--- config.mk ---
export PLATFORM = sky130hd
export DESIGN_NAME = cc_row_scroller
export DESIGN_NICKNAME = d
export VERILOG_FILES = /design/src/rtl/cc_row_scroller_pkg.sv /design/src/rtl/cc_row_lfsr.sv /design/src/rtl/cc_row_scroller.sv
export SDC_FILE = /design/constraint.sdc
export NUM_CORES = 1
export LEC_CHECK = 0
export ABC_AREA = 0
export BUFFER_PORTS_ARGS = -buffer_cell sky130_fd_sc_hd__buf_2
export CORE_UTILIZATION = 55
export CTS_CLUSTER_DIAMETER = 40
export DETAILED_ROUTE_END_ITERATION = 8
export GPL_TIMING_DRIVEN = 0
export PLACE_DENSITY_LB_ADDON = 0.05
export SETUP_SLACK_MARGIN = 0.02
export SLEW_MARGIN = 0
export SYNTH_ARGS = -nofsm -noshare
export SYNTH_HDL_FRONTEND = slang
export SYNTH_SLANG_ARGS = --single-unit
--- constraint.sdc ---
create_clock -name CC_ROWSCROLLER_CLOCK_50 -period 2.81 [get_ports CC_ROWSCROLLER_CLOCK_50]
set_clock_uncertainty 0.1 [all_clocks]
set_input_delay 0.281 -clock CC_ROWSCROLLER_CLOCK_50 [delete_from_list [all_inputs] [get_ports CC_ROWSCROLLER_CLOCK_50]]
set_output_delay 0.281 -clock CC_ROWSCROLLER_CLOCK_50 [all_outputs]
set_load 0.1 [all_outputs]
--- src/rtl/cc_row_scroller_pkg.sv ---
// cc_row_scroller_pkg: state encodings, LFSR taps, score width and default seed for the row scroller.
package cc_row_scroller_pkg;
    typedef enum logic [1:0] {IDLE = 2'b00, RUN = 2'b01, HALT = 2'b10} scrollState_t;
    localparam int SCORE_W = 8;
    localparam logic [7:0] LFSR_TAPS = 8'hB8;  // x^8+x^6+x^5+x^4+1 on bits 7,5,4,3
    localparam logic [7:0] DEFAULT_SEED = 8'hA5;
    function automatic logic [7:0] lfsrNext(input logic [7:0] v);
        return {v[6:0], ^(v & LFSR_TAPS)};
    endfunction
endpackage

--- src/rtl/cc_row_lfsr.sv ---
// cc_row_lfsr: 8-bit Fibonacci LFSR with load/step enables; pattern always leaves one free lane.
module cc_row_lfsr
    import cc_row_scroller_pkg::*;
#(
    parameter logic [7:0] SEED = DEFAULT_SEED
) (
    input  logic       clk,
    input  logic       rstN,
    input  logic       load,
    input  logic       step,
    output logic [7:0] pattern
);
    logic [7:0] q;
    always_ff @(posedge clk or negedge rstN) begin
        if (!rstN) q <= SEED;
        else if (load) q <= SEED;
        else if (step) q <= lfsrNext(q);
    end
    assign pattern = (q == 8'hFF) ? (q & ~(8'b1 << q[2:0])) : q;
endmodule

--- src/rtl/cc_row_scroller.sv ---
// cc_row_scroller: scrolling obstacle board with LFSR rows, prescaled ticks, score and IDLE/RUN/HALT control.
// Define CC_ROWSCROLLER_SPEEDUP_EN to let score[7:4] add to the speed select.
module cc_row_scroller
    import cc_row_scroller_pkg::*;
#(
    parameter int DATAWIDTH = 8,
    parameter int ROWS = 8,
    parameter int TICK_DIV = 25000000,
    parameter logic [7:0] LFSR_SEED = DEFAULT_SEED
) (
    input  logic                      CC_ROWSCROLLER_CLOCK_50,
    input  logic                      CC_ROWSCROLLER_RESET_InLow,
    input  logic                      CC_ROWSCROLLER_start_In,
    input  logic                      CC_ROWSCROLLER_pause_In,
    input  logic                      CC_ROWSCROLLER_collision_In,
    input  logic [1:0]                CC_ROWSCROLLER_speed_In,
    output logic [DATAWIDTH-1:0]      CC_ROWSCROLLER_fila0_Out,
    output logic [ROWS*DATAWIDTH-1:0] CC_ROWSCROLLER_board_Out,
    output logic                      CC_ROWSCROLLER_rowvalid_Out,
    output logic [SCORE_W-1:0]        CC_ROWSCROLLER_score_Out,
    output logic [1:0]                CC_ROWSCROLLER_state_Out
);
    localparam int PW = $clog2(TICK_DIV);
    scrollState_t state, stateNext;
    logic [PW-1:0] presc, lastCount;
    logic [DATAWIDTH-1:0] rows [ROWS];
    logic [7:0] pattern;
    logic [SCORE_W-1:0] score;
    logic [1:0] effSpeed;
    logic gapFlag, rowValid, tick, clear;

`ifdef CC_ROWSCROLLER_SPEEDUP_EN
    logic [4:0] speedSum;
    assign speedSum = {3'b000, CC_ROWSCROLLER_speed_In} + {1'b0, score[7:4]};
    assign effSpeed = (speedSum > 5'd3) ? 2'd3 : speedSum[1:0];
`else
    assign effSpeed = CC_ROWSCROLLER_speed_In;
`endif
    assign lastCount = PW'((TICK_DIV >> effSpeed) - 1);

    always_comb begin
        stateNext = state;
        clear = 1'b0;
        tick = 1'b0;
        case (state)
            RUN: begin
                stateNext = CC_ROWSCROLLER_collision_In ? HALT : RUN;
                tick = !CC_ROWSCROLLER_collision_In && !CC_ROWSCROLLER_pause_In && (presc >= lastCount);
            end
            default: begin
                stateNext = CC_ROWSCROLLER_start_In ? RUN : state;
                clear = CC_ROWSCROLLER_start_In;
            end
        endcase
    end

    always_ff @(posedge CC_ROWSCROLLER_CLOCK_50 or negedge CC_ROWSCROLLER_RESET_InLow) begin
        if (!CC_ROWSCROLLER_RESET_InLow) begin
            state <= IDLE;
            presc <= '0;
            gapFlag <= 1'b0;
            score <= '0;
            rowValid <= 1'b0;
        end else begin
            state <= stateNext;
            rowValid <= tick;
            if (clear) begin
                presc <= '0;
                gapFlag <= 1'b0;
                score <= '0;
            end else if (state == RUN && !CC_ROWSCROLLER_collision_In && !CC_ROWSCROLLER_pause_In) begin
                presc <= tick ? '0 : presc + 1'b1;
                if (tick) gapFlag <= ~gapFlag;
                if (tick && |rows[0] && score != '1) score <= score + 1'b1;
            end
        end
    end

    // gapFlag low means the next inserted row is a gap, so the first row after start is empty
    always_ff @(posedge CC_ROWSCROLLER_CLOCK_50 or negedge CC_ROWSCROLLER_RESET_InLow) begin
        if (!CC_ROWSCROLLER_RESET_InLow) rows <= '{default: '0};
        else if (clear) rows <= '{default: '0};
        else if (tick) begin
            for (int r = 0; r < ROWS - 1; r++) rows[r] <= rows[r+1];
            rows[ROWS-1] <= gapFlag ? DATAWIDTH'(pattern) : '0;
        end
    end

    cc_row_lfsr #(.SEED(LFSR_SEED)) uLfsr (
        .clk(CC_ROWSCROLLER_CLOCK_50),
        .rstN(CC_ROWSCROLLER_RESET_InLow),
        .load(clear),
        .step(tick),
        .pattern(pattern)
    );

    for (genvar g = 0; g < ROWS; g++) begin : gBoard
        assign CC_ROWSCROLLER_board_Out[g*DATAWIDTH +: DATAWIDTH] = rows[g];
    end
    assign CC_ROWSCROLLER_fila0_Out = rows[0];
    assign CC_ROWSCROLLER_rowvalid_Out = rowValid;
    assign CC_ROWSCROLLER_score_Out = score;
    assign CC_ROWSCROLLER_state_Out = state;
endmodule

Word level (Yosys, flattened, before mapping)

Cells that the tools add are included.

Bits in registers: 109
Input bits: 7

Bitwise operators: 3
Add/subtract/negate cells: 3
Muxes and demuxes: 20
Eq/ne operators: 3
Magnitude comparators: 1
Shift-type cells: 2
Reductions and logical operators: 16

Operators with widths:

| kind                                                | number |
|---|---|
| 2-to-1 mux 64 bit                                   | 2 |
| 2-to-1 mux 25 bit                                   | 3 |
| 2-to-1 mux 8 bit                                    | 7 |
| adder 25 x 1 -> 25 bit, second input constant       | 1 |
| >= comparator 25 bit                                | 1 |
| right shift 25 x 2 -> 25 bit, first input constant  | 1 |
| subtractor 25 x 2 -> 25 bit, second input constant  | 1 |
| adder 8 x 1 -> 8 bit, second input constant         | 1 |
| AND 8 bit                                           | 1 |
| equality test 8 bit, second input constant          | 1 |
| != test 8 bit, second input constant                | 1 |
| inverter 8 bit                                      | 1 |
| nonzero test 2 bit                                  | 4 |
| OR reduction 8 bit                                  | 1 |
| parity 8 bit                                        | 1 |
| left shift 1 x 3 -> 8 bit, first input constant     | 1 |
| logical AND 1 bit                                   | 6 |
| 2-to-1 mux 2 bit                                    | 3 |
| 2-to-1 mux 1 bit                                    | 5 |
| AND reduction 2 bit                                 | 2 |
| equality test 2 x 1 -> 1 bit, second input constant | 1 |
| zero test 1 bit                                     | 2 |
| inverter 1 bit                                      | 1 |

Depth between registers and ports, before layout

Gate-level depths: netlist of run 1.

Depth after elaboration: 10
Gate-level depth with buffers: 16

Cells and area by module

A second synthesis of run 1 with hierarchy kept.

Cells, all modules: 595
Area total of the unflattened synthesis: 5455.2 um^2

Modules (own cells, without submodules):

| module          | cells an instance | instances | area an instance (um^2) |
|---|---|---|---|
| cc_row_scroller | 557               | 1         | 5039.8 |
| cc_row_lfsr     | 38                | 1         | 415.4 |

Least setup slack after synthesis of run 1

Ideal clock, no wire load.

Path kind: reg-to-reg
Start point: reg state[0] (netlist: CC_ROWSCROLLER_state_Out[0])
End point: reg presc[23]
Period minus slack after synthesis: 2.751 ns
Cell stages (with the launch flop): 8
Data arrival time: 2.530 ns
Slack: 0.059 ns
Data required time: 2.589 ns
Path buffers: 0
Cell sequence: dfrtp_1 > nor4b_4 > a21oi_1 > nor4_1 > nand2_1 > nor2_1 > xnor2_1 > nor2_1

Word-level cells in the longest chain between the ends: 5
Elaborated cells on any way between the ends: 9
Those cells by class: 1 x eq/ne; 5 x mux; 3 x reduce/logical

RTL lines:

| item                             | RTL line                                     | source |
|---|---|---|
| start, declared                  | cc_row_scroller.sv:24                        | `scrollState_t state, stateNext;` |
| start signal, assigned           | cc_row_scroller.sv:65                        | `state <= stateNext;` |
| equality test 2 x 1 -> 1 bit (*) | cc_row_scroller.sv:45, cc_row_scroller.sv:71 |  |
| 2-to-1 mux 1 bit                 | cc_row_scroller.sv:45                        | `case (state)` |
| 2-to-1 mux 25 bit                | cc_row_scroller.sv:72                        | `presc <= tick ? '0 : presc + 1'b1;` |
| 2-to-1 mux 25 bit                | cc_row_scroller.sv:71                        | `end else if (state == RUN && !CC_ROWSCROLLER_collision_In && !CC_ROWSCROLLER_pause_In) begin` |
| 2-to-1 mux 25 bit                | cc_row_scroller.sv:67                        | `if (clear) begin` |
| end signal, assigned             | cc_row_scroller.sv:72                        |  |
| end, declared                    | cc_row_scroller.sv:25                        | `logic [PW-1:0] presc, lastCount;` |

Mark *: on every way between the ends. The rest lies on a longest branch, timed or not. The select of a mux whose other input is x is not followed.
A chain may end at the register's enable or synchronous reset.

Final worst setup path of run 1

Start point: reg presc[12]
End point: reg rows (netlist bit CC_ROWSCROLLER_fila0_Out[3])

Word-level cells in the longest chain between the ends: 4

RTL lines:

| item                          | RTL line              | source |
|---|---|---|
| >= comparator 25 bit          | cc_row_scroller.sv:48 | `tick = !CC_ROWSCROLLER_collision_In && !CC_ROWSCROLLER_pause_In && (presc >= lastCount);` |
| logical AND 1 bit             | cc_row_scroller.sv:48 |  |
| 2-to-1 mux 1 bit              | cc_row_scroller.sv:45 |  |
| named net tick                | cc_row_scroller.sv:30 | `logic gapFlag, rowValid, tick, clear;` |
| nonzero test 2 bit (no line)  | n/a                   |  |
| end signal, assigned by index | cc_row_scroller.sv:85 | `rows[ROWS-1] <= gapFlag ? DATAWIDTH'(pattern) : '0;` |
| end, declared                 | cc_row_scroller.sv:26 | `logic [DATAWIDTH-1:0] rows [ROWS];` |

The timed path passes the listed nets, and every way through them passes these cells.

==> impl.org, run 1 <==
** Outcome
- Outcome :: completed

** Final layout
- Most frequent cells in the layout :: sky130_fd_sc_hd__nand2_1 (156), sky130_fd_sc_hd__dfrtp_1 (104), sky130_fd_sc_hd__buf_2 (94), sky130_fd_sc_hd__o21ai_0 (73), sky130_fd_sc_hd__nor2_1 (29)
- After routing the design area is 0.00636 mm^2.
- Proportion of layout cells with a drive suffix above 1 :: 22.5%
- Most common cell after layout, fill and taps aside :: sky130_fd_sc_hd__nand2_1
- Measured on the finished design, the core utilization comes to 67.8%.
- In the final design database the tool counted 724 nets.
- Synthesis-to-finish area growth :: 18.1%
- N_diodes :: 0

** Worst setup path
- In this run the register-to-register setup slack is 130 ps.
- The slowest stage of the critical path belongs to the cell sky130_fd_sc_hd__dfrtp_1.
- Reg2reg end :: CC_ROWSCROLLER_fila0_Out[3]
- Crit path required time :: 2960 ps
- Biggest cell delay along the critical path :: 440 ps
- In this run the worst path has a maximum fanout of 10.
- Worst path bufs/invs :: 3
- Endpoint arrival time on the critical path :: 2830 ps
- The cell that appears most often on the critical path is sky130_fd_sc_hd__buf_6.
- The critical path runs through a total of 11 cells.
- End point of the critical path :: CC_ROWSCROLLER_fila0_Out[3]
- STA classifies the critical path startpoint as a register.
- Cell chain of the critical path :: ha_4, and3_1, a221oi_2, nor3b_1, a211o_1, o21a_1, buf_6, buf_6, buf_2, nand2_1, o21ai_0
- The worst register-to-register path has a depth of 11.
- On the critical path the largest part of the delay comes from compound AO/OA/AOI/OAI gates.
- Beginning of the worst register-to-register path :: presc[12]
- The critical path is of the reg2reg type.
- Capturing element type of the critical path :: register
- Worst setup startpoint :: presc[12]

** GRT
- Number of global-route vias before repair :: 4166
- Entering global routing, the biggest net connects 56 pins.
- Global-route total usage across every layer :: 25.4%
- Initial antenna violation count :: 0
- The first global-routing pass estimated 20100 um of wire.
- The total overflow left after global routing is 0.

** STA
- Headroom to the max-slew limit came out at 53.3%.
- The final hold violation count is 0.
- Least-Margin Pin Slew :: 700 ps
- Setup violations remaining at the end of the flow were counted as 0.
- Minimum clock period :: 2680 ps
- Maximum operating frequency :: 0.373 GHz
- Setup TNS :: 0 ps
- Setup repair after global routing missed its margin :: yes
- Final count of pins violating max slew :: 0
- Final Cycle Share :: 95.3%

** Synth
- Among all flip-flop cells after synthesis, the most frequent one is sky130_fd_sc_hd__dfrtp_1.
- Average size of a mapped cell :: 9.18 um^2
- Share of the synthesized netlist area taken by xor and xnor gates :: 4.05%
- Of the total synthesized cell area, the portion taken by AND, OR, NAND and NOR gates is 22.3%.
- Post-synthesis instance area :: 0.00538 mm^2
- After synthesis, flip-flops and latches occupy 50.8% of the total area.
- Cell type contributing the most total cell area after synthesis :: sky130_fd_sc_hd__dfrtp_1
- In the post-synthesis netlist, the biggest area contributors are sky130_fd_sc_hd__dfrtp_1 (49%), sky130_fd_sc_hd__nand2_1 (11%), sky130_fd_sc_hd__o21ai_0 (6.8%), sky130_fd_sc_hd__ha_1 (5.6%), sky130_fd_sc_hd__nand3_1 (2.4%).
- In this run, synthesis produced a sequential element count of 109.
- Synth Warn # :: 0
- Summing the areas of all compound-gate instances in the mapped netlist gives 11.7% of the synthesized area.
- Summing the areas of all fa, ha and maj instances in the mapped netlist gives 5.58% of the synthesized area.
- Number of synthesized flops with an enable pin :: 0
- For this run, asynchronously set or reset flops after synthesis account for 100%.
- By area, the combinational part of the netlist is dominated by simple AND/OR/NAND/NOR gates.
- In the synthesized netlist, mux cells make up 0.558% of the area.
- Post-synthesis cell count :: 586
- Area share of the leading cell type in the synthesized netlist :: 48.8%
- Counting distinct cell types in the post-synthesis netlist gives 55.

** Route
- The detailed router finished its first iteration with 159 violations.
- DR DRC count :: 0
- Count of nets left with antenna violations after detail routing :: 0
- The routed design has 12100 um of wire.
- WL per Instance :: 14.6 um
- Iteration count of the initial detailed-routing pass :: 4
- Total via count in the routed design :: 4415
- Vias per std cell :: 5.34

** Clock network
- TritonCTS clock tree :: built
- At the later pin of the worst-skew pair, clock insertion delay measures 380 ps.
- CTS Buf Count :: 9
- After clock tree synthesis, the clock-pin slew on the worst setup and hold paths is 100 ps.
- CTS saw 109 sinks.
- The H-tree was split into 3 levels.
- Largest buffer count on any clock path :: 2
- Clock tree synthesis selected as its root buffer the cell sky130_fd_sc_hd__clkbuf_8.

** Pwr
- Leakage :: 3.17 nW
- IR drop worst, VDD :: 0.352 mV
- Summing internal, switching and leakage power gives 0.00317 W.
- Power per cell area :: 499 mW/mm^2

** Placement
- Port bufs :: 89
- Total cell area at the placement stage :: 0.00602 mm^2
- Routability congestion estimate from global placement :: 0.813
- Summed over all nets, the half-perimeter wirelength after detailed placement is 8770 um.

** Die
- Die X-Extent :: 101 um
- Die Ht :: 101 um
- Count of standard-cell rows :: 35
- Starting Density :: 57.4%
- Core area :: 0.00937 mm^2
- Die ar. :: 0.0102 mm^2
- 90 I/O pins were placed.

** Job
- Max-cap violations in this run came to 0.

** Worst hold path
- Hold WC Path Type :: in2reg
[flip-flops by register name, indices dropped and copies added, names as in the netlist]
signal and flops:
uLfsr.q 8, presc 25, CC_ROWSCROLLER_score_Out 8, CC_ROWSCROLLER_rowvalid_Out 1
CC_ROWSCROLLER_state_Out 2, CC_ROWSCROLLER_board_Out 56, gapFlag 1, CC_ROWSCROLLER_fila0_Out 8
[stage by stage]
stage          worst slack, ps  hold slack [ps]  cells
2_1_floorplan             59.0             -115    587
3_3_place_gp              -408              378    805
3_5_place_dp              -444              277    806
4_1_cts                   23.9             13.6    824
5_1_grt                   3.05             53.6    827
6_report                   131             25.4    827
[worst min path at each step]
stage,cells after the start,from,to,slack (ps)
floorplan,0,CC_ROWSCROLLER_RESET_InLow,CC_ROWSCROLLER_board_Out[10],-110
global placement,2,CC_ROWSCROLLER_board_Out[39],CC_ROWSCROLLER_board_Out[31],380
detailed placement,1,CC_ROWSCROLLER_RESET_InLow,CC_ROWSCROLLER_score_Out[6],280
CTS,2,CC_ROWSCROLLER_start_In,CC_ROWSCROLLER_state_Out[1],10
global route,2,CC_ROWSCROLLER_start_In,CC_ROWSCROLLER_state_Out[1],50
finish,2,CC_ROWSCROLLER_start_In,CC_ROWSCROLLER_state_Out[1],30
[per-layer routing]
metal	wire (um)	share of wire (%)	global-route usage (%)
met3	467	3.9	5.20
met4	125	1.0	7.13
met5	0	0	0
met2	6030	50	43.0
met1	5480	45	33.3
[cell families (layout without fill, tap and decap cells)]
logic type | count (synthesis) | count (layout)
fa+ha+maj | 24 | 24
other cells | 2 | 3
mux | 3 | 3
simple gates | 263 | 263
xor+xnor | 24 | 24
flops | 109 | 109
buf+inv | 52 | 163
compound gates | 109 | 109
[cells in the mapped netlist (10+ instances only)]
cell type / number
sky130_fd_sc_hd__a21oi_1: 11
sky130_fd_sc_hd__and3_1: 10
sky130_fd_sc_hd__buf_2: 11
sky130_fd_sc_hd__clkbuf_1: 15
sky130_fd_sc_hd__dfrtp_1: 105
sky130_fd_sc_hd__ha_1: 24
sky130_fd_sc_hd__inv_1: 13
sky130_fd_sc_hd__nand2_1: 156
sky130_fd_sc_hd__nand3_1: 26
sky130_fd_sc_hd__nor2_1: 31
sky130_fd_sc_hd__o21ai_0: 73
sky130_fd_sc_hd__xnor2_1: 12
sky130_fd_sc_hd__xor2_1: 11
[final cells by class]
| class | instances | area (um^2) |
|---|---|---|
| clock buffers | 10 | 138 |
| well taps | 129 | 161 |
| inverters | 13 | 48.8 |
| clock inverters | 6 | 100 |
| plain buffers | 39 | 229 |
| fillers | 827 | 3020 |
| flip-flops and latches | 109 | 2730 |
| multi-input cells | 426 | 2430 |
| repair buffers | 95 | 515 |
[report_power, final]
group	total [W]	leakage (nW)	switching, W	internal [W]
logic	0.000433	1.54	0.000339	0.0000943
registers	0.00162	1.50	0.0000271	0.00159
clock network	0.00112	0.121	0.000579	0.000546
total	0.00317	3.17	0.000945	0.00223
[repair_timing]
item / in CTS / in global routing
gates resized for setup: 1 / 18
endpoints found under the hold margin: 54 / 0
buffers inserted: 1 / 3
pin swaps: 0 / 3
gates cloned: 0 / 0
hold buffers: 1 / 0
setup endpoints to repair: 60 / 80
(Power assumes the default switching activity.)
==> run 2: changes to the inputs <==
- clock period: 2.81 -> 2.52 ns (I/O delays scaled with it)
==> run 2 against run 1 <==
  * The run now ends with negative setup slack left
  * Maximum frequency rose by 3.2%
  * Routed wire length rose by 5.9%
  * Sequential power rose by 11%
  * First-iteration DRC count rose by 3.1%
  * Power rose by 4.1%
  * Critical path depth did not move
==> impl.org, run 2 (synthesis gave the netlist of run 1 again) <==
** GRT
- The number of global-route vias before repair came to 4230.
- The number of antenna violations at the first check in global routing was 0.
- Global routing used 25.4% of the available tracks across all layers.
- The first global-routing pass estimated 20300 um of wire.
- Congestion Overflow GR :: 0
- Entering global routing, the biggest net connects 74 pins.

** Die
- Die X-Extent :: 101 um
- Die Ht :: 101 um
- For this design the top-level I/O count stands at 90.
- The floorplan step defined a die boundary enclosing 0.0102 mm^2.
- For this configuration, the core starts out at a cell density of 57.4%.
- Core area :: 0.00937 mm^2
- After floorplanning, the core was divided into 35 placement rows.

** Outcome
- Violations in the final reports :: negative setup slack
- Outcome :: complete, but fails checks

** STA
- Maximum operating frequency :: 0.385 GHz
- Final count of pins violating max slew :: 0
- Measured against its own limit, the worst slew margin works out to 59.1%.
- After layout, the worst setup slack is -75.9 ps.
- Fin. Hold Viols :: 0
- The worst path in the final design needs a cycle of 2600 ps, including I/O delays and setup.
- Setup violations remaining at the end of the flow were counted as 96.
- The tightest hold path in the finished design has a slack of 7.72 ps.
- Setup TNS :: -3290 ps
- Setup repair after global routing missed its margin :: yes
- At the pin with the least slew margin, the transition time is 614 ps.
- Final Cycle Share :: 103%

** Final layout
- Most frequent cells in the layout :: sky130_fd_sc_hd__nand2_1 (155), sky130_fd_sc_hd__dfrtp_1 (102), sky130_fd_sc_hd__buf_2 (87), sky130_fd_sc_hd__o21ai_0 (43), sky130_fd_sc_hd__o21ai_1 (32)
- Synthesis-to-finish area growth :: 24.7%
- Excluding fillers, the count of instances in the completed layout stands at 842.
- The register with the most flip-flops in the layout has 56 of them.
- After filler insertion, the fill cell instance count of the layout stands at 763.
- The sequential cells in the finished layout cover a total of 0.00274 mm^2.
- The post-route netlist has 28.5% of its cells at a drive strength greater than 1.
- N_diodes :: 0
- The final layout contains 740 nets.
- Leaving out fill and tap cells, the most frequent cell in the layout is sky130_fd_sc_hd__nand2_1.
- Area taken by multi-input logic gates :: 0.00261 mm^2

** Worst setup path
- Across all register-to-register paths, the minimum setup slack is -80 ps.
- Data on the critical path is required at its endpoint by 2670 ps.
- Biggest cell delay along the critical path :: 400 ps
- The worst setup path is launched from a register.
- Traced cell by cell, the critical path runs through ha_1, a21o_1, a31oi_1, o211ai_1, a211o_1, o21a_1, buf_6, clkbuf_16, buf_8, nand2_1, o21ai_0.
- On the critical path the largest part of the delay comes from compound AO/OA/AOI/OAI gates.
- The setup path with the least slack is of type reg2reg.
- Slowest cell on the critical path :: sky130_fd_sc_hd__dfrtp_1
- Counting both buffers and inverters, the worst setup path holds a total of 3.
- For the worst setup path, the data arrival time is 2750 ps.
- Capturing element type of the critical path :: register
- Along the worst path, the maximum fanout reaches 10.

** Clock network
- TritonCTS built the clock tree.
- Largest buffer count on any clock path :: 2
- The clock drives 109 sinks.
- The clock tree synthesis step divided the H-tree into 3 levels.
- Latest clock arrival within the worst-skew pair :: 370 ps
- The tree is rooted in a sky130_fd_sc_hd__clkbuf_8.
- TritonCTS created 9 clock buffers.
- Worst-path clk slew :: 100 ps

** Route
- 1st-iter DRT viols :: 164
- Routed wire length :: 12800 um
- Dividing the detail-routed via count by the number of cells gives 5.51.
- The final route contains 4640 vias.
- The pre-antenna-repair detailed-routing pass consisted of 5 iterations.
- DR DRC count :: 0
- In this run the remaining antenna-violating nets after routing total 0.
- WL per Instance :: 15.2 um

** Placement
- Final HPWL from detailed placement :: 8610 um
- In this run, placement finished with an instance count of 806.
- Routability-driven placement finished with a final weighted congestion of 0.816.
- Port bufs :: 89

** Pwr
- Power per cell area :: 493 mW/mm^2
- For this design the static power due to leakage is 3.28 nW.
- Total power after layout :: 0.00331 W
- IR analysis of the VDD net gives a maximum drop of 0.504 mV.

** Job
- Across the run, the number of max-cap violations was 0.

** Worst hold path
- The path class of the tightest hold or removal check is in2reg.
-- run 2: changes by cell type in the layout (fill, tap and decap cells not counted), sizes merged --
cell / previous run / this run
bufinv: 2 / 0
clkbuf: 29 / 26
buf: 114 / 134
inv: 17 / 15
clkinvlp: 0 / 2
-- run 2: path summary, 6_finish.rpt --
kind,start,cells after the start,endpoint
setup / recovery,presc[18],11,CC_ROWSCROLLER_board_Out[39]
hold / removal,CC_ROWSCROLLER_start_In,2,CC_ROWSCROLLER_state_Out[1]
setup reg to reg,presc[18],11,CC_ROWSCROLLER_board_Out[39]
hold reg to reg,CC_ROWSCROLLER_board_Out[9],2,CC_ROWSCROLLER_fila0_Out[1]
max in group asynchronous,CC_ROWSCROLLER_RESET_InLow,3,uLfsr.q[2]
min in group asynchronous,CC_ROWSCROLLER_RESET_InLow,2,presc[8]
-- run 2: layout make-up --
type / instances / share of cell area [%]
Multi-Input combinational cell: 426 / 38.9
Timing Repair Buffer: 111 / 10.1
Buffer: 39 / 4.68
Inverter: 13 / 0.727
Clock buffer: 11 / 1.96
Tap cell: 129 / 2.41
Clock inverter: 4 / 0.485
Sequential cell: 109 / 40.8
-- run 2: worst reg2reg max path: stages (launching register included) --
cell and delay (ps):
sky130_fd_sc_hd__dfrtp_1 400, sky130_fd_sc_hd__ha_1 310, sky130_fd_sc_hd__a21o_1 160, sky130_fd_sc_hd__a31oi_1 190, sky130_fd_sc_hd__o211ai_1 160, sky130_fd_sc_hd__a211o_1 360
sky130_fd_sc_hd__o21a_1 200, sky130_fd_sc_hd__buf_6 150, sky130_fd_sc_hd__clkbuf_16 170, sky130_fd_sc_hd__buf_8 140, sky130_fd_sc_hd__nand2_1 60, sky130_fd_sc_hd__o21ai_0 80
-- run 2: power breakdown --
| part | internal (W) | switching [W] |
|---|---|---|
| combinational | 0.000133 | 0.000411 |
| clock | 0.000363 | 0.000593 |
| sequential | 0.00177 | 0.0000305 |
-- run 2: layer usage --
metal,vias to the layer above,routed length (um),global-route usage [%]
li1,2223,-,-
met1,2271,6180,37.5
met2,127,5940,38.9
met3,19,545,4.44
met4,0,150,6.69
met5,-,0,0
-- run 2: timing repair --
action | in CTS | in global routing
cloned | 0 | 1
gates resized for setup | 52 | 54
pin swaps | 14 | 6
hold buffers | 1 | 0
hold endpoints to repair | 35 | 0
buffers inserted | 10 | 9
endpoints found under the setup margin | 102 | 104
-- run 2: per-stage QoR --
stage	area [um^2]	setup slack, ps	util (%)
final	6710	-75.9	71.6
after global routing	6710	-169	71.6
after CTS	6440	-10.0	68.8
after detailed placement	6050	-505	64.6
after global placement	6020	-465	64.2
after floorplan	5410	16.9	-
==> run 3: changes to the inputs <==
--- a/config.mk
+++ b/config.mk
@@ -9,2 +9,3 @@
 export BUFFER_PORTS_ARGS = -buffer_cell sky130_fd_sc_hd__buf_2
+export CAP_MARGIN = 20
 export CORE_UTILIZATION = 55
==> constraint.sdc (replaced) <==
create_clock -name CC_ROWSCROLLER_CLOCK_50 -period 2.52 [get_ports CC_ROWSCROLLER_CLOCK_50]
set_clock_uncertainty 0.1 [all_clocks]
set_input_delay 0.126 -clock CC_ROWSCROLLER_CLOCK_50 [delete_from_list [all_inputs] [get_ports CC_ROWSCROLLER_CLOCK_50]]
set_output_delay 0.126 -clock CC_ROWSCROLLER_CLOCK_50 [all_outputs]
set_load 0.1 [all_outputs]
==> run 3 against run 2 <==
  * The flow still finishes with violations (negative setup slack)
  * Worst hold slack improved by 66 ps
  * Clock-buffer cell count decreased by 1
  * Global-route usage increased by 0.95 points
  * First-iteration DRC count increased by 48%
  * Cell count increased by 1.5%
  * Worst setup slack got worse by 5.3 ps
  * Routed wire length increased by 7.3%
  * Maximum frequency decreased by 0.20%
  * Via count increased by 2.0%
  * Utilization increased by 6.5 points
  * Clock power increased by 31%
==> impl.org, run 3 (synthesis gave the netlist of run 1 again) <==
** Final layout
- N_diodes :: 0
- Most frequent cells in the layout :: sky130_fd_sc_hd__nand2_1 (115), sky130_fd_sc_hd__dfrtp_1 (103), sky130_fd_sc_hd__buf_2 (92), sky130_fd_sc_hd__o21ai_1 (50), sky130_fd_sc_hd__nand2_2 (32)
- The finished layout holds 855 standard cells, fillers aside.
- Fill count :: 669
- Of the cells placed in the final design, the portion with a size suffix greater than 1 is 39.5%.
- Synthesis-to-finish area growth :: 36.0%
- In the final design database the tool counted 752 nets.
- The register with the most flip-flops in the layout has 56 of them.
- Most common cell after layout, fill and taps aside :: sky130_fd_sc_hd__nand2_1

** GRT
- Largest net degree at the start of global routing :: 74
- For met3 alone, demand over resource in global routing was 5.13%.
- Met2 track demand over resource :: 43.3%
- Congestion Overflow GR :: 0
- Global routing used 26.3% of the available tracks across all layers.
- Global routing consumed, on the met1 layer, 35.3% of the routing resources.
- The first global-routing pass estimated 20900 um of wire.
- The global routing stage identified its most utilized layer as met2.
- The number of antenna violations at the first check in global routing is 0.
- Number of global-route vias before repair :: 4359

** Clock network
- CTS Buf Count :: 9
- Largest buffer count on any clock path :: 2
- The later pin in the worst-skew pair is clocked with a latency of 380 ps.
- Clock Tree Root :: sky130_fd_sc_hd__clkbuf_8
- Worst-path clk slew :: 100 ps
- TritonCTS built the clock tree.
- The H-tree was split into 3 levels.
- The tree built by TritonCTS fans out to 109 sinks.

** Outcome
- The final reports fail on negative setup slack.
- Outcome :: complete, but fails checks

** STA
- In the finished design, the share of the clock period the worst path needs comes to 103%.
- Maximum operating frequency :: 0.384 GHz
- At the pin with the least slew margin, the transition time is 575 ps.
- Once routing completed, OpenROAD measured the worst setup slack at -81.1 ps.
- Final count of pins violating max slew :: 0
- Fin. Hold Viols :: 0
- Total setup violations reported at the end of the flow :: 90
- The smallest clock period supported by the final layout is computed as 2600 ps.
- Headroom to the max-slew limit :: 61.7%
- Setup repair after global routing could not meet its margin everywhere.

** Worst setup path
- Capturing element type of the critical path :: register
- The endpoint identified for the worst register-to-register timing path is presc[9].
- Counting both buffers and inverters, the worst setup path holds a total of 2.
- Among cell families on the critical path, the largest total delay comes from compound AO/OA/AOI/OAI gates.
- Data arrives at the worst endpoint at 2820 ps.
- Crit path required time :: 2730 ps
- STA classifies the critical path startpoint as a register.
- Walking the worst path, the cells encountered are ha_1, and3_4, a221oi_2, nor3b_2, a211o_1, o21a_1, buf_6, nand2b_4, clkbuf_16, nor2_2.
- Beginning of the worst register-to-register path :: presc[10]
- R2r setup slk :: -80 ps
- Measured in cells, the most critical reg-to-reg path has a length of 10.
- The slowest stage of the critical path belongs to the cell sky130_fd_sc_hd__dfrtp_1.
- The worst setup path is of the reg2reg kind.
- The largest single stage delay on the critical path is 410 ps.
- Max FO, Critical Path :: 6

** Die
- Die ar. :: 0.0102 mm^2
- Die Ht :: 101 um
- Count of standard-cell rows :: 35
- Starting Density :: 57.4%
- Die X-Extent :: 101 um
- Number of top-level pins :: 90
- Core area :: 0.00937 mm^2

** Route
- The first TritonRoute pass finished after 5 iterations.
- Detailed routing inserted a total of 4734 vias.
- After detailed routing, the average wire length per cell comes to 16.1 um.
- Wires add up to 13700 um.
- After detailed routing, the number of vias per cell comes to 5.54.
- 1st-iter DRT viols :: 243
- Count of nets left with antenna violations after detail routing :: 0
- DR DRC count :: 0

** Worst hold path
- The startpoint identified for the worst hold timing path is CC_ROWSCROLLER_pause_In.
- Worst hold stages :: 4
- The path class of the tightest hold or removal check is in2reg.
- Hold worst-path end :: presc[3]

** Pwr
- Total power after layout :: 0.00370 W
- The analysis attributes to cell leakage a power of 3.62 nW.
- Power per cell area :: 506 mW/mm^2
- IR drop worst, VDD :: 0.341 mV

** Placement
- Routability-driven placement finished with a final weighted congestion of 0.836.
- After detailed placement, the design holds a cell count of 806.
- Detailed placement finished with a half-perimeter wire length of 8750 um.
- Port bufs :: 89

** Job
- Across the run, the number of max-cap violations was 0.
-- run 3: per-stage QoR --
step                      hold slack (ps)  utilization, %  setup WS (ps)  TNS [ps]  cell area (um^2)
after floorplan                      -270               -           23.3         0              5390
after global placement                259            64.0           -396    -34030              6000
after detailed placement             28.2            64.3           -436    -38400              6030
after CTS                            35.6            70.7           -113     -7220              6620
after global routing                 87.8            78.1           -162    -11330              7320
final                                73.5            78.1          -81.1     -2770              7320
-- run 3: power by group --
| group | leakage [nW] | switching, W | internal, W |
|---|---|---|---|
| Combinational | 2.00 | 0.000462 | 0.000185 |
| Clock | 0.118 | 0.000645 | 0.000606 |
| Sequential | 1.50 | 0.0000294 | 0.00177 |
| Total | 3.62 | 0.00114 | 0.00257 |
-- run 3: worst min-delay path: stages --
cell and delay (ps):
sky130_fd_sc_hd__buf_2 110, sky130_fd_sc_hd__nor4b_4 70, sky130_fd_sc_hd__a21oi_1 150, sky130_fd_sc_hd__nor4_2 50
-- run 3: timing repair --
action | 4_1_cts | 5_1_grt
resized for setup | 67 | 177
setup buffers | 10 | 9
hold buffers | 4 | 0
gates cloned | 2 | 8
pin swaps | 17 | 31
setup endpoints to repair | 103 | 106
hold endpoints to repair | 38 | 0
-- run 3: worst max path at each step --
stage / start / end / cells past startpoint
after floorplan: CC_ROWSCROLLER_score_Out[0] / CC_ROWSCROLLER_score_Out[5] / 6
after global placement: CC_ROWSCROLLER_speed_In[0] / CC_ROWSCROLLER_board_Out[52] / 17
after detailed placement: CC_ROWSCROLLER_speed_In[0] / CC_ROWSCROLLER_board_Out[49] / 17
after CTS: presc[11] / CC_ROWSCROLLER_board_Out[25] / 11
after global routing: presc[10] / CC_ROWSCROLLER_board_Out[30] / 11
final: presc[10] / presc[9] / 10
-- run 3: final cells by class --
| cell class | instances | area [um^2] | share of cell area, % |
|---|---|---|---|
| clock buffer | 10 | 138 | 1.88 |
| inverter | 13 | 48.8 | 0.667 |
| timing repair buffer | 123 | 882 | 12.1 |
| sequential | 109 | 2740 | 37.4 |
| multi-input combinational | 426 | 2910 | 39.8 |
| buffer | 39 | 340 | 4.65 |
| tap | 129 | 161 | 2.21 |
| clock inverter | 6 | 104 | 1.42 |
-- run 3: layer usage --
layer | up-vias | part of all wire [%]
li1 | 2245 | -
met1 | 2333 | 43
met2 | 125 | 51
met3 | 31 | 3.7
met4 | 0 | 2.5
met5 | - | 0
